[src/rtl/letc_pkg.sv]
// letc_pkg: base word and physical-address types shared across LETC
package letc_pkg;
    typedef logic [31:0] word_t;
    typedef logic [31:0] paddr_t;
endpackage

[src/rtl/letc_core_pkg.sv]
// letc_core_pkg: core pipeline enums and inter-stage bundles
package letc_core_pkg;
    typedef logic [4:0]  reg_idx_t;
    typedef logic [11:0] csr_idx_t;
    typedef enum logic [1:0] {MEM_OP_NOP, MEM_OP_LOAD, MEM_OP_STORE} memory_op_e;
    typedef enum logic [1:0] {SIZE_BYTE, SIZE_HALFWORD, SIZE_WORD} memory_size_e;
    typedef enum logic [1:0] {RD_SRC_ALU, RD_SRC_MEMORY, RD_SRC_CSR} rd_src_e;
    typedef enum logic [1:0] {CSR_OP_NOP, CSR_OP_RW, CSR_OP_RS, CSR_OP_RC} csr_op_e;

    typedef struct packed {
        logic                valid;
        rd_src_e             rd_src;
        reg_idx_t            rd_idx;
        logic                rd_we;
        csr_op_e             csr_op;
        csr_idx_t            csr_idx;
        letc_pkg::word_t     old_csr_value;
        letc_pkg::word_t     alu_result;
        letc_pkg::word_t     rs2;
        memory_op_e          memory_op;
        memory_size_e        memory_size;
        logic                memory_signed;
    } e1_to_e2_s;

    typedef struct packed {
        logic                valid;
        rd_src_e             rd_src;
        reg_idx_t            rd_idx;
        logic                rd_we;
        csr_op_e             csr_op;
        csr_idx_t            csr_idx;
        letc_pkg::word_t     old_csr_value;
        letc_pkg::word_t     alu_result;
        letc_pkg::word_t     memory_rdata;
    } e2_to_w_s;
endpackage

[src/rtl/letc_core_stage_e2.sv]
// letc_core_stage_e2: data-memory access stage; issues load/store requests,
// aligns/extends load data and registers the bundle handed to writeback
module letc_core_stage_e2
    import letc_pkg::*;
    import letc_core_pkg::*;
(
    input  logic       i_clk,
    input  logic       i_rst,
    input  e1_to_e2_s  i_e1_to_e2,
    input  logic       i_flush,
    output logic       o_stall,
    output e2_to_w_s   o_e2_to_w,
    output logic       o_dmem_req_valid,
    input  logic       i_dmem_req_ready,
    output paddr_t     o_dmem_addr,
    output logic       o_dmem_wen,
    output word_t      o_dmem_wdata,
    output logic [3:0] o_dmem_wstrb,
    input  logic       i_dmem_rsp_valid,
    input  word_t      i_dmem_rdata
);
    typedef enum logic [1:0] {IDLE, WAIT_RSP, DRAIN} state_e;

    state_e       state;
    logic [1:0]   lat_a;
    memory_size_e lat_size;
    logic         lat_signed;
    logic         mem, is_load, is_store, req_fire, load_acc, load_done, done;
    logic [1:0]   a;
    logic [3:0]   strb;
    word_t        shifted, ld_data;

    assign a         = i_e1_to_e2.alu_result[1:0];
    assign is_load   = i_e1_to_e2.memory_op == MEM_OP_LOAD;
    assign is_store  = i_e1_to_e2.memory_op == MEM_OP_STORE;
    assign mem       = i_e1_to_e2.valid & (i_e1_to_e2.memory_op != MEM_OP_NOP);
    assign req_fire  = o_dmem_req_valid & i_dmem_req_ready;
    assign load_acc  = req_fire & is_load;
    assign load_done = (state == WAIT_RSP) & i_dmem_rsp_valid;
    assign done      = (req_fire & is_store) | load_done | (i_e1_to_e2.valid & !mem);

    assign o_dmem_req_valid = (state == IDLE) & mem & !i_flush & !i_rst;
    assign o_stall = !i_flush & !i_rst & (((state == IDLE) & mem & (!i_dmem_req_ready | is_load))
                                        | ((state == WAIT_RSP) & !i_dmem_rsp_valid)
                                        | ((state == DRAIN) & mem));

    assign o_dmem_addr  = i_e1_to_e2.alu_result;
    assign o_dmem_wen   = is_store;
    assign o_dmem_wdata = i_e1_to_e2.memory_size == SIZE_BYTE     ? {4{i_e1_to_e2.rs2[7:0]}}  :
                          i_e1_to_e2.memory_size == SIZE_HALFWORD ? {2{i_e1_to_e2.rs2[15:0]}} :
                                                                    i_e1_to_e2.rs2;
    assign strb = i_e1_to_e2.memory_size == SIZE_BYTE     ? 4'b0001 << a :
                  i_e1_to_e2.memory_size == SIZE_HALFWORD ? 4'b0011 << {a[1], 1'b0} :
                                                            4'hF;
    assign o_dmem_wstrb = is_store ? strb : 4'b0000;

    // Extraction uses the offset/size latched at acceptance; E1's bundle may have moved on
    assign shifted = i_dmem_rdata >> {lat_a, 3'b000};
    assign ld_data = lat_size == SIZE_BYTE     ? {{24{lat_signed & shifted[7]}}, shifted[7:0]}   :
                     lat_size == SIZE_HALFWORD ? {{16{lat_signed & shifted[15]}}, shifted[15:0]} :
                                                 shifted;

    always_ff @(posedge i_clk) begin
        if (i_rst) begin
            state      <= IDLE;
            lat_a      <= '0;
            lat_size   <= SIZE_BYTE;
            lat_signed <= 1'b0;
            o_e2_to_w  <= '0;
        end else begin
            case (state)
                IDLE:     state <= load_acc ? WAIT_RSP : IDLE;
                WAIT_RSP: state <= i_dmem_rsp_valid ? IDLE : (i_flush ? DRAIN : WAIT_RSP);
                DRAIN:    state <= i_dmem_rsp_valid ? IDLE : DRAIN;
                default:  state <= IDLE;
            endcase
            if (load_acc) begin
                lat_a      <= a;
                lat_size   <= i_e1_to_e2.memory_size;
                lat_signed <= i_e1_to_e2.memory_signed;
            end
            o_e2_to_w.valid <= done & !i_flush;
            if (done & !i_flush) begin
                o_e2_to_w.rd_src        <= i_e1_to_e2.rd_src;
                o_e2_to_w.rd_idx        <= i_e1_to_e2.rd_idx;
                o_e2_to_w.rd_we         <= i_e1_to_e2.rd_we;
                o_e2_to_w.csr_op        <= i_e1_to_e2.csr_op;
                o_e2_to_w.csr_idx       <= i_e1_to_e2.csr_idx;
                o_e2_to_w.old_csr_value <= i_e1_to_e2.old_csr_value;
                o_e2_to_w.alu_result    <= i_e1_to_e2.alu_result;
                o_e2_to_w.memory_rdata  <= load_done ? ld_data : '0;
            end
        end
    end
endmodule

[config.mk]
export PLATFORM = sky130hd
export DESIGN_NAME = letc_core_stage_e2
export DESIGN_NICKNAME = d
export VERILOG_FILES = /design/src/rtl/letc_pkg.sv /design/src/rtl/letc_core_pkg.sv /design/src/rtl/letc_core_stage_e2.sv
export SDC_FILE = /design/constraint.sdc
export NUM_CORES = 1
export LEC_CHECK = 0
export CAP_MARGIN = 0
export CORE_ASPECT_RATIO = 1.2
export CORE_UTILIZATION = 35
export DETAILED_ROUTE_END_ITERATION = 10
export GPL_TIMING_DRIVEN = 1
export PLACE_DENSITY = 0.72
export SYNTH_ARGS = -nofsm -noshare
export SYNTH_HDL_FRONTEND = slang
export SYNTH_SLANG_ARGS = --single-unit
[constraint.sdc]
create_clock -name i_clk -period 2.3 [get_ports i_clk]
set_input_delay 0.575 -clock i_clk [delete_from_list [all_inputs] [get_ports i_clk]]
set_output_delay 0.575 -clock i_clk [all_outputs]
set_load 0.1 [all_outputs]
# Word-level counts from Yosys, hierarchy flattened
# Cells that the tools add are included.
# W data, S select, Z words.
[word_totals] reg_bits=126 input_bits=161 wordCells=66
[classes] eq_ne=6 shifts=3 mux=13 bitwise=22 reduce_logical=9
[op_table] op="$mux W32" count=5
[op_table] op="$shr A32 B5 Y32" count=1
[op_table] op="$and A1 B1 Y1" count=17
[op_table] op="$mux W4" count=3
[op_table] op="$eq A2 B1 Y1 const B" count=4
[op_table] op="$logic_not A2 Y1" count=3
[op_table] op="$mux W2" count=3
[op_table] op="$pmux W2 S3" count=1
[op_table] op="$logic_not A1 Y1" count=5
[op_table] op="$or A1 B1 Y1" count=5
[op_table] op="$eq A2 B2 Y1 const B" count=2
[op_table] op="$shl A1 B2 Y4 const A" count=1
[op_table] op="$shl A2 B2 Y4 const A" count=1
[op_table] op="$reduce_bool A2 Y1" count=1
[op_table] op="$mux W1" count=1

# Depth between registers and ports, before layout
# Gate-level depths: netlist of run 1.
[logic_depth] ltp_word=10 mapped_depth=7 depth_no_buf=4

# Least setup slack after synthesis of run 1
# OpenSTA, ideal clock, no wires.
[synth_timing] path_kind="input to output" from="input i_rst" to="output o_dmem_req_valid" t_arrival_ps=4117 slack_ps=-2392 stages=4 n_path_buf=3 cell_sequence="clkbuf_1 clkbuf_1 clkbuf_1 nor4_1"
[synth_via] elab_chain_len=2
[synth_rtl] item="from (decl)" line="letc_core_stage_e2.sv:8" rtl="input logic i_rst,"
[synth_rtl] item="$logic_not A1 Y1" line="letc_core_stage_e2.sv:42" rtl="assign o_dmem_req_valid = (state == IDLE) & mem & !i_flush & !i_rst;"
[synth_rtl] item="$and A1 B1 Y1" line="letc_core_stage_e2.sv:42"
[synth_rtl] item="to (decl)" line="letc_core_stage_e2.sv:13" rtl="output logic o_dmem_req_valid,"
# No other way between the ends.

# Final worst setup path of run 1
[layout_timing] from="input i_e1_to_e2[1] in the netlist's numbering" to="output o_dmem_wdata[10]"
[layout_via] elab_chain_len=2
[layout_rtl] item="from (decl)" line="letc_core_stage_e2.sv:9" rtl="input e1_to_e2_s i_e1_to_e2,"
[layout_rtl] item="$logic_not A2 Y1" line="letc_core_stage_e2.sv:49" rtl="assign o_dmem_wdata = i_e1_to_e2.memory_size == SIZE_BYTE ? {4{i_e1_to_e2.rs2[7:0]}} :"
[layout_rtl] item="$mux W32" line="letc_core_stage_e2.sv:49"
[layout_rtl] item="to (decl)" line="letc_core_stage_e2.sv:17" rtl="output word_t o_dmem_wdata,"
# No other way between the ends.

==> results of run 1 <==
power by group through the flow:
| stage | Sequential [uW] | Clock [uW] | Combinational (uW) |
|---|---|---|---|
| after floorplan | 2590 | 0 | 997 |
| final | 2250 | 2670 | 2110 |
| after detailed placement | 2290 | 0 | 2110 |
| after global routing | 2250 | 2840 | 2180 |
| after CTS | 2250 | 2730 | 2120 |
| after global placement | 2290 | 0 | 2100 |
sequential cells by signal (all words and copies together), names as in the netlist:
| signal | cells |
|---|---|
| lat_a | 2 |
| lat_signed | 1 |
| lat_size | 2 |
| o_e2_to_w | 119 |
| state | 2 |
worst min-delay path by stage:
stage / startpoint / to / depth (start not counted)
2_1_floorplan: lat_size[0]$_SDFFE_PP0P_ / lat_size[0]$_SDFFE_PP0P_ / 2
3_3_place_gp: o_e2_to_w[42]$_SDFFE_PP0P_ / o_e2_to_w[42]$_SDFFE_PP0P_ / 2
3_5_place_dp: o_e2_to_w[86]$_SDFFE_PP0P_ / o_e2_to_w[86]$_SDFFE_PP0P_ / 2
4_1_cts: i_rst / state[1]$_SDFF_PP0_ / 2
5_1_grt: i_rst / state[1]$_SDFF_PP0_ / 2
6_report: i_rst / state[1]$_SDFF_PP0_ / 2
stage by stage:
| stage | util, % | instances | total power, uW | TNS (ns) | hold slack (ns) |
|---|---|---|---|---|---|
| detailed placement | 59.77 | 1269 | 4404 | -28.91 | 0.4712 |
| global placement | 59.77 | 1269 | 4395 | -25.71 | 0.4657 |
| CTS | 63.26 | 1301 | 7093 | 0 | 0.4356 |
| floorplan | - | 767 | 3588 | -0.7632 | 0.4578 |
| finish | 63.33 | 1301 | 7030 | 0 | 0.4457 |
| global route | 63.33 | 1301 | 7271 | -0.02671 | 0.4497 |
layout by cell type, fill, tap and decap left out, drive strengths merged, types with 8 or more instances in the layout:
cell and n:
a21oi 118, buf 245, clkbuf 21, clkdlybuf4s50 150, dfxtp 126, inv 18, mux2 19, mux2i 35
nand2 18, nand3 104, nand3b 8, nand4 8, o211ai 16, o21ai 123, o32ai 12, or4 8
critical path: stages:
cell and delay [ns]:
dlygate4sd2_1 0.27, nor2_2 0.13, buf_4 0.16, mux2_2 0.37, buf_12 0.17
cell families after synthesis:
group                  after synthesis  share of synthesized area (%)
AOI/OAI and AO/OA                  278                          25.21
buffers and inverters              139                          11.69
muxes                               54                          8.890
DFF                                126                          39.74
and+or+nand+nor                    170                          14.47
area by class of cell:
cell class              instances  area [um2]
clock buffers                  20       456.7
clock inverters                12       133.9
fillers                      1506        6469
inverters                      18       72.57
multi-input cells             502        3267
flip-flops and latches        126        2525
well taps                     220       275.3
repair buffers                403        4441
metal layers:
layer / share of wire (%) / track usage, %
met5: 0 / 0
met4: 3.0 / 10.67
met3: 8.6 / 7.401
met2: 51 / 42.84
met1: 38 / 25.98
repair_timing:
item                                    CTS  global route
gates resized for setup                  19             5
pin swaps                                 4             4
endpoints found under the setup margin   31            13
hold buffers                              0             0
buffers inserted                          0             0
gates cloned                              0             0
==> results by group, run 1 <==
Timing
  • Fin worst setup slack: 0.04862 ns
  • Fin crit share: 97.89%
  • Fin. Hold Viols: 0
  • Max transition margin: 56.12%
  • Finish-stage setup viols: 0
  • Final Critical Period: 2.251 ns
  • Tightest Pin Transition: 0.6582 ns
  • Post-Route Skew: 0.007159 ns
  • RSZ-0062 raised after global routing: yes
  • Max-slew violations: 0
  • Max Fclk: 444.2 MHz

Worst setup path
  • Crit path capture: o_dmem_wdata[10]
  • Largest driver fanout on the critical path: 5
  • Critical path launch point: i_e1_to_e2[1]
  • CP Capture Type: primary output
  • Arrival time at the worst endpoint: 1.68 ns
  • Reg2Reg Launch Point: state[1]$_SDFF_PP0_
  • R2r endpoint: o_e2_to_w[53]$_SDFFE_PP0P_
  • Worst reg2reg setup slack: 0.40 ns
  • CP Launch Type: primary input
  • CP required: 1.73 ns
  • Worst Setup Path Type: in2out
  • FF-to-FF path depth: 6

Placement
  • Setup slack at placement: -0.2850 ns
  • Placed cell areas: 10540 um2
  • Hpwl dp: 16900 um
  • Routability cong.: 0.8434
  • Buffers on Ports: 350

Drt
  • DRT Pass-1 Iters: 8
  • Vias: 6841
  • Vias per cell: 5.258
  • ANT nets after route: 0
  • Routed WL: 22920 um
  • DR WL/cell: 17.62 um
  • DRC: 50
  • Starting DRT DRC Count: 415

Pwr
  • Register share of total power: 32.0%
  • Switch share: 33.89%
  • Clock power share: 38.0%
  • Int Pwr: 4647 uW
  • Logic gate share of total power: 30.0%
  • Lkg Pwr: 0.004194 uW
  • Worst VDD drop: 517.9 uV
  • Switching pwr: 2382 uW
  • Pwr dens: 629.3 nW/um2

Synth
  • Post-synth EDFFs: 0
  • Synth top area share: 39.74%
  • Syn nets: 928
  • Synthesized area: 6347 um2
  • Async SR Flop Fraction: 0%
  • Syn avg cell area: 8.276 um2
  • Post-synth top flop: dfxtp_1
  • Yosys warns: 0
  • Register area share after synthesis: 39.74%
  • Commonest cells post-synth: 126 x dfxtp_1, 118 x a21oi_1, 104 x nand3_1, 102 x o21ai_1, 52 x buf_4
  • Synth cell types: 42
  • Top-count cell post-synth: dfxtp_1
  • Syn Inst Count: 767
  • Synth area leaders: dfxtp_1 40%, a21oi_1 9.3%, nand3_1 8.2%, o21ai_1 8.0%, buf_4 6.2%
  • Largest area contributor in the netlist: dfxtp_1
  • #FFs+latches synth: 126

Global route
  • First-pass GRT wire length: 34950 um
  • Tot GR Track Use: 23.90%
  • Initial antenna violation count: 0
  • Total grt overflow: 0
  • Largest net degree at the start of global routing: 130
  • Vias in the first global route: 6679

Floorplanning
  • Ports: 351
  • Core Rows: 53
  • Die width: 124.9 um
  • Die Height: 149.5 um
  • Initial Utilization: 35.98%
  • Die Area: 18680 um2
  • Area of the core: 17640 um2

Outcome
  • Outcome: finished, violations left
  • Failing checks: DRC

Hold path
  • Hold WC Path Type: in2reg

Clock network
  • Root Driver: clkbuf_16
  • Clock Path Buffers: 2
  • Clock latency on the worst-skew pair: 0.42 ns
  • Clk pin slew, worst setup/hold paths: 0.05 ns
  • Clk sinks: 126
  • CTS tree: done
  • Num CTS Buffers: 17
  • H-tree Lvls: 4

Final layout
  • Layout Nets: 1229
  • Area Growth Syn to Fin: 75.99%
  • Final instance area: 11170 um2
  • Layout cell share with drive strength beyond 1: 31.27%
  • Antenna diodes: 0

Run
  • Max_cap viols: 0
Power figures use the tool's default switching activity.
==> inputs of run 2 (changes only) <==
- CORE_AREA: unset -> 2 2 135 137
- CORE_ASPECT_RATIO: 1.2 -> unset
- CORE_UTILIZATION: 35 -> unset
- DIE_AREA: unset -> 0 0 137 139
- PLACE_DENSITY: 0.72 -> 0.74
==> run 2 against run 1 <==
The flow now finishes without violations; sequential power hardly changed; sequential share of layout area about the same; register-to-register slack better by 0.04 ns; maximum frequency is 0.87% lower; critical path type unchanged; critical endpoint is now o_dmem_wstrb[3].
==> results by group, run 2 (synthesized netlist as in run 1, its figures left out) <==
Outcome
  • Outcome: completed

Worst setup path
  • Worst Setup Path Type: in2out
  • Reg2Reg Launch Point: state[1]$_SDFF_PP0_
  • Largest driver fanout on the critical path: 5 (unchanged)
  • CP Capture Type: primary output
  • CP required: 1.73 ns (about the same)
  • CP Launch Type: primary input
  • Arrival time at the worst endpoint: 1.70 ns (+0.02 ns)
  • Critical path launch point: i_e1_to_e2[38]

Global route
  • First-pass GRT wire length: 36160 um (+3.5%)
  • Largest net degree at the start of global routing: 84 (-35%)
  • Vias in the first global route: 6762 (+1.2%)
  • Total grt overflow: 0 (unchanged)
  • Initial antenna violation count: 0 (unchanged)
  • Tot GR Track Use: 24.16% (+0.26 points)

Final layout
  • Largest reg by FF count: o_e2_to_w
  • Layout cell share with drive strength beyond 1: 30.90% (-0.37 points)
  • Layout Nets: 1229 (unchanged)
  • Antenna diodes: 0 (unchanged)
  • Area Growth Syn to Fin: 76.21%
  • Max FFs per register: 119 (unchanged)
  • Fin cells: 1310 (+0.69%)
  • Final instance area: 11180 um2 (+0.12%)
  • Commonest cells after routing, fill and taps aside: 158 x buf_4, 150 x clkdlybuf4s50_1, 124 x dfxtp_1
  • Commonest non-fill, non-tap cell in the layout: buf_4

Drt
  • DRT Pass-1 Iters: 7 (-1)
  • Starting DRT DRC Count: 358 (-14%)
  • DRC: 0 (-100%)
  • Vias: 6951 (+1.6%)
  • Routed WL: 23630 um (+3.1%)
  • DR WL/cell: 18.04 um (+2.4%)
  • Vias per cell: 5.306 (+0.91%)
  • ANT nets after route: 0 (unchanged)

Placement
  • Inst Count DP: 1277 (+0.63%)
  • Placed cell areas: 10570 um2 (+0.27%)
  • Routability cong.: 0.8755 (+3.8%)
  • Buffers on Ports: 350 (unchanged)
  • Hpwl dp: 17560 um (+3.9%)
  • Setup slack at placement: -0.3526 ns (-0.06760 ns)

Clock network
  • CTS tree: done
  • Clock Path Buffers: 2 (unchanged)
  • Num CTS Buffers: 17 (unchanged)
  • Root Driver: clkbuf_16
  • Clock latency on the worst-skew pair: 0.42 ns (about the same)
  • Clk pin slew, worst setup/hold paths: 0.05 ns (about the same)
  • H-tree Lvls: 4 (unchanged)
  • Hold_buf cts: 0 (unchanged)
  • Clk sinks: 126 (unchanged)

Timing
  • Post-Route Skew: 0.01080 ns (+0.003640 ns)
  • RSZ-0062 raised after global routing: no
  • Max-slew violations: 0 (unchanged)
  • Finish-stage setup viols: 0 (unchanged)
  • Tightest Pin Transition: 0.5407 ns (-0.1175 ns)
  • Max transition margin: 63.95% (+7.8 points)
  • Fin. Hold Viols: 0 (unchanged)
  • Max Fclk: 440.3 MHz (-0.87%)
  • Fin crit share: 98.75% (+0.86 points)
  • Fin worst setup slack: 0.02883 ns (-0.01979 ns)
  • Final Critical Period: 2.271 ns (+0.01979 ns)

Floorplanning
  • Die Height: 139 um (-7.0%)
  • Area of the core: 17660 um2 (about the same)
  • Initial Utilization: 35.95% (about the same)
  • Core Rows: 49 (-7.5%)
  • Ports: 351 (unchanged)
  • Die width: 137 um (+9.7%)
  • Die Area: 19040 um2 (+1.9%)

Run
  • Max_cap viols: 0 (unchanged)

Pwr
  • Int Pwr: 4647 uW (about the same)
  • Lkg Pwr: 0.004206 uW (+0.29%)
  • Logic gate share of total power: 30.0% (about the same)
  • Worst VDD drop: 569.8 uV (+10%)
  • Switch share: 33.90% (about the same)
  • Clock power share: 38.0% (about the same)
  • Switching pwr: 2383 uW (about the same)
  • Pwr dens: 628.5 nW/um2 (-0.12%)
  • Register share of total power: 32.0% (about the same)

Hold path
  • Hold path startpoint: o_e2_to_w[16]$_SDFFE_PP0P_
  • Hold WC Path Type: reg2reg
run 2: cell types whose count changed in the layout (fill, tap and decap cells not counted), moves of 2 or more:
cell,change
dlygate4sd2_1,-2
mux2i_2,-5
buf_4,-3
buf_12,+2
clkinv_4,+3
mux2i_1,+5
inv_6,-2
run 2: worst max-delay path: stages:
cell and delay, ns:
clkdlybuf4s50_1 0.55, o21ai_0 0.18, a21oi_4 0.19, buf_12 0.19
run 2: timing repair:
item,4_1_cts,5_1_grt
gates cloned,0,0
hold endpoints to repair,0,0
setup endpoints to repair,31,5
pin swaps,3,0
buffers inserted,1,0
gates resized for setup,15,6
run 2: power by group through the flow:
stage | clock network, uW | registers (uW) | logic, uW
2_1_floorplan | 0 | 2590 | 997
3_3_place_gp | 0 | 2290 | 2100
3_5_place_dp | 0 | 2290 | 2110
4_1_cts | 2720 | 2250 | 2120
5_1_grt | 2840 | 2250 | 2180
6_report | 2670 | 2250 | 2110
run 2: per-stage QoR:
step           power [uW]  hold WS, ns  TNS [ns]  utilization, %
2_1_floorplan        3588       0.4578   -0.7632               -
3_3_place_gp         4397       0.4645    -24.32           59.87
3_5_place_dp         4407       0.4685    -32.78           59.87
4_1_cts              7087       0.4768         0           63.33
5_1_grt              7272       0.4983         0           63.34
6_report             7030       0.4756         0           63.34
run 2: worst paths after layout:
| check | cells past startpoint | to | slack, ns |
|---|---|---|---|
| worst max-delay path | 4 | o_dmem_wstrb[3] | 0.03 |
| worst min-delay path | 2 | o_e2_to_w[16]$_SDFFE_PP0P_ | 0.48 |
| worst max register to register | 6 | o_e2_to_w[96]$_SDFFE_PP0P_ | 0.44 |
| worst min register to register | 2 | o_e2_to_w[16]$_SDFFE_PP0P_ | 0.48 |
run 2: layout make-up:
type	count	area (um2)
tap	229	286.5
multi-input combinational	502	3233
inverter	18	72.57
sequential	126	2525
timing repair buffer	403	4473
clock inverter	12	137.6
fill	1468	6472
clock buffer	20	456.7
run 2: per-layer routing:
layer,global-route usage (%),vias up,wire [um]
met5,0,-,0
li1,-,3362,-
met4,7.759,0,505
met1,26.40,3234,8610
met3,7.968,41,2125
met2,43.49,314,12390
==> inputs of run 3 (changes only) <==
- clock period: 2.3 -> 2.4 ns (I/O delays scaled with it)
==> run 3 against run 2 <==
Final cell count fell by 0.69%; combinational power fell by 6%; setup slack improved by 0.013 ns; highest routed layer unchanged.
==> results by group, run 3 (synthesized netlist as in run 1, its figures left out) <==
Outcome
  • Outcome: completed

Worst setup path
  • Critical path depth: 5 (+1)
  • Largest driver fanout on the critical path: 4 (-1)
  • Worst Setup Path Type: in2out
  • CP Capture Type: primary output
  • Critical path launch point: i_e1_to_e2[1]
  • CP max stage delay: 0.36 ns (-0.19 ns)
  • CP Buf/Inv Count: 3 (+1)
  • Reg2Reg Launch Point: state[1]$_SDFF_PP0_
  • Crit path max-delay cell type: mux2_2
  • CP required: 1.80 ns (+0.07 ns)
  • R2r endpoint: o_e2_to_w[16]$_SDFFE_PP0P_
  • Arrival time at the worst endpoint: 1.76 ns (+0.06 ns)
  • CP Cell Sequence: dlygate4sd2_1, nor2_2, buf_4, mux2_2, buf_12
  • CP Launch Type: primary input
  • FF-to-FF path depth: 5 (-1)
  • Delay-heaviest family, CP: buffers and inverters
  • Crit path capture: o_dmem_wdata[15]
  • Worst reg2reg setup slack: 0.34 ns (-0.10 ns)

Floorplanning
  • Die Area: 19040 um2 (unchanged)
  • Ports: 351 (unchanged)
  • Initial Utilization: 35.95% (unchanged)
  • Die Height: 139 um (unchanged)
  • Core Rows: 49 (unchanged)
  • Area of the core: 17660 um2 (unchanged)
  • Die width: 137 um (unchanged)

Timing
  • Finish-stage setup viols: 0 (unchanged)
  • RSZ-0062 raised after global routing: no
  • Fin crit share: 98.27%
  • Fin Setup TNS: 0 ns (unchanged)
  • Max transition margin: 22.45% (-41 points)
  • Post-Route Skew: 0.007019 ns (-0.003780 ns)
  • Tightest Pin Transition: 1.159 ns (+0.6182 ns)
  • Hold_ws: 0.4772 ns (+0.001566 ns)
  • Max-slew violations: 0 (unchanged)
  • Max Fclk: 424.0 MHz
  • Fin. Hold Viols: 0 (unchanged)
  • Final Critical Period: 2.358 ns

Placement
  • Buffers on Ports: 350 (unchanged)
  • Hpwl dp: 17070 um (-2.8%)
  • Routability cong.: 0.8389 (-4.2%)

Final layout
  • Largest reg by FF count: o_e2_to_w
  • Core Util, Final: 62.64% (-0.70 points)
  • Commonest cells after routing, fill and taps aside: 158 x buf_4, 151 x clkdlybuf4s50_1, 124 x dfxtp_1
  • Area Growth Syn to Fin: 74.26%
  • Layout cell share with drive strength beyond 1: 29.94% (-0.95 points)
  • Max FFs per register: 119 (unchanged)
  • Antenna diodes: 0 (unchanged)
  • Layout Nets: 1221 (-0.65%)
  • Commonest non-fill, non-tap cell in the layout: buf_4

Drt
  • Routed WL: 23030 um (-2.5%)
  • Starting DRT DRC Count: 352 (-1.7%)
  • DRC: 0 (unchanged)
  • DR WL/cell: 17.70 um (-1.9%)
  • DRT Pass-1 Iters: 5 (-2)
  • ANT nets after route: 0 (unchanged)
  • Vias: 6867 (-1.2%)
  • Vias per cell: 5.278 (-0.53%)

Run
  • Max_cap viols: 0 (unchanged)

Pwr
  • Lkg Pwr: 0.004156 uW (-1.2%)
  • Worst VDD drop: 449.2 uV (-21%)
  • Pwr dens: 623.1 nW/um2 (-0.87%)

Clock network
  • Clock Path Buffers: 2 (unchanged)
  • Hold_buf cts: 0 (unchanged)
  • Clk pin slew, worst setup/hold paths: 0.05 ns (about the same)
  • Clock latency on the worst-skew pair: 0.42 ns (about the same)
  • Post-CTS setup repair buffer count: 0 (-1)
  • H-tree Lvls: 4 (unchanged)
  • Num CTS Buffers: 17 (unchanged)
  • Root Driver: clkbuf_16
  • CTS tree: done
  • Clk sinks: 126 (unchanged)

Global route
  • First-pass GRT wire length: 35130 um (-2.8%)
  • Initial antenna violation count: 0 (unchanged)
  • Vias in the first global route: 6550 (-3.1%)
  • Tot GR Track Use: 23.39% (-0.77 points)
  • Total grt overflow: 0 (unchanged)
  • Largest net degree at the start of global routing: 65 (-23%)

Hold path
  • Hold WC Path Type: reg2reg
## run 3: area by class of cell
| cell class | count | area, um2 |
|---|---|---|
| Fill cell | 1525 | 6596 |
| Timing Repair Buffer | 395 | 4323 |
| Multi-Input combinational cell | 502 | 3229 |
| Sequential cell | 126 | 2525 |
| Clock buffer | 18 | 439.2 |
| Tap cell | 229 | 286.5 |
| Clock inverter | 13 | 188.9 |
| Inverter | 18 | 68.82 |
## run 3: worst min path at each step
stage | start | depth (start not counted) | end
final | state[0]$_SDFF_PP0_ | 1 | state[0]$_SDFF_PP0_
after global routing | o_e2_to_w[88]$_SDFFE_PP0P_ | 2 | o_e2_to_w[88]$_SDFFE_PP0P_
after CTS | o_e2_to_w[9]$_SDFFE_PP0P_ | 2 | o_e2_to_w[9]$_SDFFE_PP0P_
after detailed placement | o_e2_to_w[9]$_SDFFE_PP0P_ | 2 | o_e2_to_w[9]$_SDFFE_PP0P_
after global placement | o_e2_to_w[7]$_SDFFE_PP0P_ | 2 | o_e2_to_w[7]$_SDFFE_PP0P_
after floorplan | lat_size[0]$_SDFFE_PP0P_ | 2 | lat_size[0]$_SDFFE_PP0P_
## run 3: where the power goes
group / internal [uW] / switching, uW / leakage (uW) / total, uW
clock network: 1770 / 982 / 0.000303 / 2750
logic: 707 / 1280 / 0.00283 / 1990
registers: 2130 / 20.4 / 0.00102 / 2150
total: 4610 / 2290 / 0.00416 / 6890
## run 3: what timing repair did
action / in CTS / in global routing
cloned: 0 / 0
pin swaps: 4 / 0
setup endpoints to repair: 31 / 9
gates resized for setup: 9 / 3
hold endpoints to repair: 0 / 0
## run 3: per-layer routing
layer / vias to the layer above / track usage [%] / wire length [um]
met5: - / 0 / 0
met4: 0 / 7.325 / 530
met3: 34 / 8.224 / 2211
met2: 288 / 41.32 / 11710
met1: 3208 / 26.00 / 8578
li1: 3337 / - / -
## run 3: metrics by stage
| step | worst slack (ns) | total power [uW] | cell area [um2] | cells |
|---|---|---|---|---|
| global placement | -0.3583 | 4186 | 10430 | 1270 |
| CTS | 0.001818 | 6945 | 11060 | 1301 |
| global route | 0.001646 | 7120 | 11060 | 1301 |
| floorplan | -0.3465 | 3436 | 6576 | 767 |
| finish | 0.04154 | 6891 | 11060 | 1301 |
| detailed placement | -0.4021 | 4193 | 10430 | 1270 |
## run 3: worst register-to-register path, cell delays in order (launching register included)
cell,delay [ns]
dfxtp_2,0.37
nor4bb_1,0.26
buf_4,0.17
a211oi_4,0.06
nor2_1,0.88
o32ai_1,0.17
